## src/rtl/alu_pkg.sv

```systemverilog
// Shared op-code map, FSM state type and legality check for the multi-cycle ALU.
package alu_pkg;

  localparam logic [3:0] ALU_AND   = 4'b0000;
  localparam logic [3:0] ALU_OR    = 4'b0001;
  localparam logic [3:0] ALU_ADD   = 4'b0010;
  localparam logic [3:0] ALU_XOR   = 4'b0011;
  localparam logic [3:0] ALU_NOR   = 4'b0100;
  localparam logic [3:0] ALU_SLTU  = 4'b0101;
  localparam logic [3:0] ALU_SUB   = 4'b0110;
  localparam logic [3:0] ALU_SLT   = 4'b0111;
  localparam logic [3:0] ALU_SLL   = 4'b1000;
  localparam logic [3:0] ALU_SRL   = 4'b1001;
  localparam logic [3:0] ALU_SRA   = 4'b1010;
  localparam logic [3:0] ALU_MUL   = 4'b1100;
  localparam logic [3:0] ALU_MULHU = 4'b1101;

  typedef enum logic [1:0] {S_IDLE, S_MUL, S_DONE} state_t;

  function automatic logic is_legal_op(input logic [3:0] op, input logic enable_mul);
    case (op)
      ALU_AND, ALU_OR, ALU_ADD, ALU_XOR, ALU_NOR, ALU_SLTU, ALU_SUB, ALU_SLT,
      ALU_SLL, ALU_SRL, ALU_SRA: return 1'b1;
      ALU_MUL, ALU_MULHU:        return enable_mul;
      default:                   return 1'b0;
    endcase
  endfunction

endpackage

```

## src/rtl/alu_mul_seq.sv

```systemverilog
// Radix-2 shift-add unsigned multiplier: one multiplier bit per cycle, WIDTH cycles.
module alu_mul_seq #(
  parameter int WIDTH = 32
) (
  input  logic               clk,
  input  logic               reset_n,
  input  logic               start,
  input  logic [WIDTH-1:0]   a,
  input  logic [WIDTH-1:0]   b,
  output logic               busy,
  output logic               done,
  output logic [2*WIDTH-1:0] product
);

  localparam int CW = $clog2(WIDTH);

  logic [WIDTH-1:0] mcand;
  logic [CW-1:0]    cnt;
  logic [WIDTH:0]   step_sum;

  // Upper half accumulates; lower half starts as the multiplier and shifts out LSB-first.
  always_comb begin
    step_sum = {1'b0, product[2*WIDTH-1:WIDTH]};
    if (product[0]) step_sum = step_sum + {1'b0, mcand};
  end

  always_ff @(posedge clk or negedge reset_n) begin
    if (!reset_n) begin
      mcand   <= '0;
      product <= '0;
      cnt     <= '0;
      busy    <= 1'b0;
      done    <= 1'b0;
    end else begin
      done <= 1'b0;
      if (start) begin
        mcand   <= a;
        product <= {{WIDTH{1'b0}}, b};
        cnt     <= '0;
        busy    <= 1'b1;
      end else if (busy) begin
        product <= {step_sum, product[WIDTH-1:1]};
        cnt     <= cnt + 1'b1;
        if (cnt == CW'(WIDTH - 1)) begin
          busy <= 1'b0;
          done <= 1'b1;
        end
      end
    end
  end

endmodule

```

## src/rtl/alu_mc.sv

```systemverilog
// Multi-cycle ALU with registered result/flags and valid/ready handshakes on both sides.
module alu_mc
  import alu_pkg::*;
#(
  parameter int WIDTH      = 32,
  parameter int ENABLE_MUL = 1
) (
  input  logic             clk,
  input  logic             reset_n,
  input  logic             in_valid,
  output logic             in_ready,
  input  logic [WIDTH-1:0] SrcA,
  input  logic [WIDTH-1:0] SrcB,
  input  logic [3:0]       ALUControl,
  output logic             out_valid,
  input  logic             out_ready,
  output logic [WIDTH-1:0] ALUResult,
  output logic             Zero,
  output logic             Negative,
  output logic             Carry,
  output logic             Overflow,
  output logic             Illegal
);

  localparam int SW = $clog2(WIDTH);

  state_t state, next_state;

  logic             legal, is_mul, is_sub;
  logic             load_alu, load_mul, mul_start, op_hi;
  logic [WIDTH-1:0] b_eff, sum, alu_res, mul_res;
  logic             cout, alu_carry, alu_ovf;
  logic [SW-1:0]    shamt;
  logic             mul_busy, mul_done;
  logic [2*WIDTH-1:0] mul_product;

  assign legal  = is_legal_op(ALUControl, ENABLE_MUL != 0);
  assign is_mul = legal && (ALUControl == ALU_MUL || ALUControl == ALU_MULHU);
  assign is_sub = (ALUControl == ALU_SUB);
  assign shamt  = SrcB[SW-1:0];

  always_comb begin
    b_eff      = is_sub ? ~SrcB : SrcB;
    {cout, sum} = {1'b0, SrcA} + {1'b0, b_eff} + {{WIDTH{1'b0}}, is_sub};
    alu_res    = '0;
    alu_carry  = 1'b0;
    alu_ovf    = 1'b0;
    case (ALUControl)
      ALU_AND:  alu_res = SrcA & SrcB;
      ALU_OR:   alu_res = SrcA | SrcB;
      ALU_XOR:  alu_res = SrcA ^ SrcB;
      ALU_NOR:  alu_res = ~(SrcA | SrcB);
      ALU_ADD, ALU_SUB: begin
        alu_res   = sum;
        alu_carry = cout;
        alu_ovf   = (SrcA[WIDTH-1] == b_eff[WIDTH-1]) && (sum[WIDTH-1] != SrcA[WIDTH-1]);
      end
      ALU_SLT:  alu_res = {{(WIDTH-1){1'b0}}, $signed(SrcA) < $signed(SrcB)};
      ALU_SLTU: alu_res = {{(WIDTH-1){1'b0}}, SrcA < SrcB};
      ALU_SLL:  alu_res = SrcA << shamt;
      ALU_SRL:  alu_res = SrcA >> shamt;
      ALU_SRA:  alu_res = $unsigned($signed(SrcA) >>> shamt);
      default:  alu_res = '0;
    endcase
  end

  generate
    if (ENABLE_MUL != 0) begin : g_mul
      alu_mul_seq #(.WIDTH(WIDTH)) u_mul (
        .clk     (clk),
        .reset_n (reset_n),
        .start   (mul_start),
        .a       (SrcA),
        .b       (SrcB),
        .busy    (mul_busy),
        .done    (mul_done),
        .product (mul_product)
      );
    end else begin : g_no_mul
      assign mul_busy    = 1'b0;
      assign mul_done    = 1'b0;
      assign mul_product = '0;
    end
  endgenerate

  assign mul_res = op_hi ? mul_product[2*WIDTH-1:WIDTH] : mul_product[WIDTH-1:0];

  always_comb begin
    next_state = state;
    load_alu   = 1'b0;
    load_mul   = 1'b0;
    mul_start  = 1'b0;
    case (state)
      S_IDLE: if (in_valid) begin
        if (is_mul) begin
          mul_start  = 1'b1;
          next_state = S_MUL;
        end else begin
          load_alu   = 1'b1;
          next_state = S_DONE;
        end
      end
      S_MUL: if (mul_done && !mul_busy) begin
        load_mul   = 1'b1;
        next_state = S_DONE;
      end
      S_DONE: if (out_ready) next_state = S_IDLE;
      default: next_state = S_IDLE;
    endcase
  end

  always_ff @(posedge clk or negedge reset_n) begin
    if (!reset_n) begin
      state     <= S_IDLE;
      op_hi     <= 1'b0;
      ALUResult <= '0;
      Zero      <= 1'b1;
      Negative  <= 1'b0;
      Carry     <= 1'b0;
      Overflow  <= 1'b0;
      Illegal   <= 1'b0;
    end else begin
      state <= next_state;
      if (mul_start) op_hi <= (ALUControl == ALU_MULHU);
      if (load_alu) begin
        ALUResult <= alu_res;
        Zero      <= (alu_res == '0);
        Negative  <= alu_res[WIDTH-1];
        Carry     <= alu_carry;
        Overflow  <= alu_ovf;
        Illegal   <= !legal;
      end else if (load_mul) begin
        ALUResult <= mul_res;
        Zero      <= (mul_res == '0);
        Negative  <= mul_res[WIDTH-1];
        Carry     <= 1'b0;
        Overflow  <= 1'b0;
        Illegal   <= 1'b0;
      end
    end
  end

  assign in_ready  = (state == S_IDLE);
  assign out_valid = (state == S_DONE);

endmodule
```

## config.mk

```make
export PLATFORM = sky130hd
export DESIGN_NAME = alu_mc
export DESIGN_NICKNAME = d
export VERILOG_FILES = /design/src/rtl/alu_pkg.sv /design/src/rtl/alu_mul_seq.sv /design/src/rtl/alu_mc.sv
export SDC_FILE = /design/constraint.sdc
export NUM_CORES = 1
export LEC_CHECK = 0
export ABC_AREA = 1
export CAP_MARGIN = 30
export CORE_MARGIN = 2
export CORE_UTILIZATION = 46
export DETAILED_ROUTE_END_ITERATION = 16
export HOLD_SLACK_MARGIN = 0.02
export PLACE_DENSITY_LB_ADDON = 0.15
export SETUP_SLACK_MARGIN = 0.5
export SLEW_MARGIN = 20
export SYNTH_ARGS = -nofsm -noshare
export SYNTH_HDL_FRONTEND = slang
export SYNTH_SLANG_ARGS = --single-unit
```

## constraint.sdc

```tcl
create_clock -name clk -period 3.5 [get_ports clk]
set_input_delay 0.35 -clock clk [delete_from_list [all_inputs] [get_ports clk]]
set_output_delay 0.35 -clock clk [all_outputs]
set_load 0.05 [all_outputs]
```

==> results.txt <==
critical path required time - 3.80 ns
vias in the first global route - 20,090
Routed WL per cell - 22.23 µm
Post-synth EDFFs - 0
largest net degree at the start of global routing - 97
drt pass-1 iters - 9
CTS buffer count - 17
via/cell ratio - 5.880
CTS tree - yes
Synth Cell Area - 17,290 µm²
worst-path cell chain - dlygate4sd2_1, nor2_2, buf_6, nand2_8, buf_12, xor2_1, ha_1, nand2_1, inv_1, nand2_1, nand2_1, buf_4, a21oi_2, nor2_1, nor2_1, nand3b_1, nand3_1, nand3_2, buf_4, buf_4, o21ai_0, inv_1
initial antenna violation count - 2
# port buffers - 110
Crit Path Max Fanout - 8
CTS Root Cell - clkbuf_16
min Tclk post-route - 3.082 ns
CP max stage cell - ha_1
dpl cell area - 20,720 µm²
min-delay worst type - in -> reg
commonest non-fill, non-tap cell in the layout - nand2_1
Setup crit start kind - input port
#FFs+latches synth - 142
global route total overflow - 0
RSZ-0062 raised after global routing - true
GPL Wtd Cong - 1.062
Initial Utilization - 46.34%
IO Count - 111
num rows - 71
Syn. warnings - 0
Power Density - 576.1 nW/µm²
total power - 12.67 mW
maximum VDD drop - 0.4481 mV
Die Width - 197.9 µm
H-tree levels - 4
Die H - 197.9 µm
DR iter-0 viols - 1,954
final instance area - 21,990 µm²
crit path DAT - 3.39 ns
global-route wire length before repair - 117.6 mm
Worst Tran Pin Value - 0.9424 ns
clock sink count - 142
vias - 21,060
GR Util All Layers - 40.10%
Slew Viols, Final - 0
Hold Slack - 0.4404 ns
final number of setup-violating endpoints - 0
final hold viol count - 0
layout cells sized above 1 - 16.74%
Fillers - 3,643
CP peak stage delay - 0.37 ns
clk_skew - 0.01157 ns
hpwl dp - 65.13 mm
worst skew pair latency - 0.43 ns
sequential fraction of the synthesis area - 20.56%
count of cell types in the netlist - 57
syn nets - 3,020
Die ar. - 39,160 µm²
Critical Path Sink Type - register
Bufs on Longest Clock Path - 2
Setup Crit Path Kind - in -> reg
final worst path period share - 88.06%
core area - 37,310 µm²
DR DRC count - 0
asr flop ratio synth - 100.0%
post-route antenna net violation count - 0
Synth Flop Type - dfrtp_1
CTS clk-pin slew, worst paths - 0.06 ns
relative slew slack - 37.17%
synthesized area per cell - 6.229 µm²
Area growth, synth to finish - 27.20%
outcome - finished, final reports clean
leakage dissipation - 11.17 nW
final wirelength - 79.60 mm
Mapped Cells - 2,776
Final #Nets - 3,337
max frequency - 324.5 MHz
maxcap violations - 0
most frequent cells in the layout - nand2_1 (699), nand3_1 (381), buf_4 (298)
## where the power goes
| group | internal [mW] | leakage (nW) | total, mW | switching (mW) |
|---|---|---|---|---|
| clock network | 1.30 | 0.312 | 2.02 | 0.716 |
| registers | 2.35 | 1.77 | 2.96 | 0.615 |
| logic | 2.76 | 9.09 | 7.69 | 4.93 |
| total | 6.41 | 11.2 | 12.7 | 6.26 |
## flip-flops by register name, indices dropped and copies added (netlist names), 2 cells and up
| register | flops |
|---|---|
| g_mul.u_mul.product | 64 |
| g_mul.u_mul.mcand | 32 |
| g_mul.u_mul.cnt | 5 |
| state | 2 |
| ALUResult | 32 |
## repair_timing
item,CTS,global route
endpoints found under the setup margin,21,26
hold endpoints to repair,71,0
resized for setup,65,82
buffers inserted,4,6
hold buffers,1,0
cloned,1,0
pin swaps,20,27
## critical path, delay by kind of cell
family | cells | cell delay [ns]
AOI/OAI and AO/OA | 2 | 0.34
xor gates and xnor gates | 1 | 0.14
adders and majority gates | 1 | 0.37
buffers and inverters | 8 | 1.10
and+or+nand+nor | 10 | 1.06
## per-layer routing
metal | up-vias | GRT usage, % | routed length, µm
met5 | - | 0 | 9
met3 | 227 | 4.957 | 5893
li1 | 9913 | - | -
met4 | 2 | 21.19 | 4794
met2 | 1053 | 65.88 | 36140
met1 | 9861 | 51.55 | 32760
## synth_stat cells (all sizes together), types with 3 or more instances
master	count	area share [%]
a31oi	5	0.18
or2	6	0.22
o21a	11	0.48
nand3	389	11
a21oi	154	4.5
a22o	6	0.30
a22oi	7	0.30
nor2	206	4.6
nor3b	3	0.13
o211ai	26	1.1
and2	11	0.40
buf	65	2.2
nand2	749	17
nand3b	14	0.61
a31o	4	0.20
a211oi	14	0.61
inv	314	6.8
xor2	44	2.2
xnor2	7	0.35
dfrtp	141	20
o21ai	225	6.5
nor3	32	0.96
a21boi	5	0.22
a221oi	4	0.20
a21o	6	0.26
o221ai	34	1.7
o22ai	6	0.22
ha	170	12
o21bai	10	0.43
o2111ai	6	0.30
clkbuf	58	1.3
nand4	27	0.98
## kinds of logic after synthesis
logic type      count (synthesis)  synth area share [%]
compound gates                530                 17.92
fa+ha+maj                     172                 12.53
flops                         142                 20.56
xor+xnor                       51                 2.583
mux                             2                0.1158
buf+inv                       437                 10.33
simple gates                 1442                 35.96
## stage by stage
step	setup WS (ns)	TNS, ns	utilization (%)	cells
2_1_floorplan	0.5601	0	-	2776
3_3_place_gp	-0.3870	-2.116	55.54	3536
3_5_place_dp	-0.4318	-3.007	55.54	3536
4_1_cts	0.2911	0	58.01	3574
5_1_grt	0.2854	0	58.95	3581
6_report	0.4180	0	58.95	3581
## final timing paths
path / endpoint / slack [ns] / startpoint / cells past startpoint
max in group asynchronous: g_mul.u_mul.mcand[3] / 2.13 / reset_n / 3
setup / recovery: ALUResult[25] / 0.42 / ALUControl[3] / 22
min in group asynchronous: g_mul.u_mul.done / 0.50 / reset_n / 2
hold / removal: g_mul.u_mul.product[3] / 0.44 / SrcB[3] / 3
setup reg to reg: g_mul.u_mul.product[61] / 0.70 / g_mul.u_mul.mcand[0] / 17
hold reg to reg: g_mul.u_mul.mcand[30] / 0.50 / g_mul.u_mul.mcand[30] / 2
## cell type report
| cell class | instances | area [µm²] | share of cell area, % |
|---|---|---|---|
| Sequential cell | 142 | 3556 | 16.17 |
| Tap cell | 474 | 593.1 | 2.696 |
| Timing Repair Buffer | 421 | 3550 | 16.14 |
| Multi-Input combinational cell | 2197 | 12450 | 56.58 |
| Inverter | 314 | 1184 | 5.381 |
| Clock buffer | 19 | 452.9 | 2.059 |
| Clock inverter | 13 | 211.5 | 0.9614 |
| Antenna cell | 1 | 2.502 | 0.01138 |
Note: power is estimated with default switching activity, not from simulation.
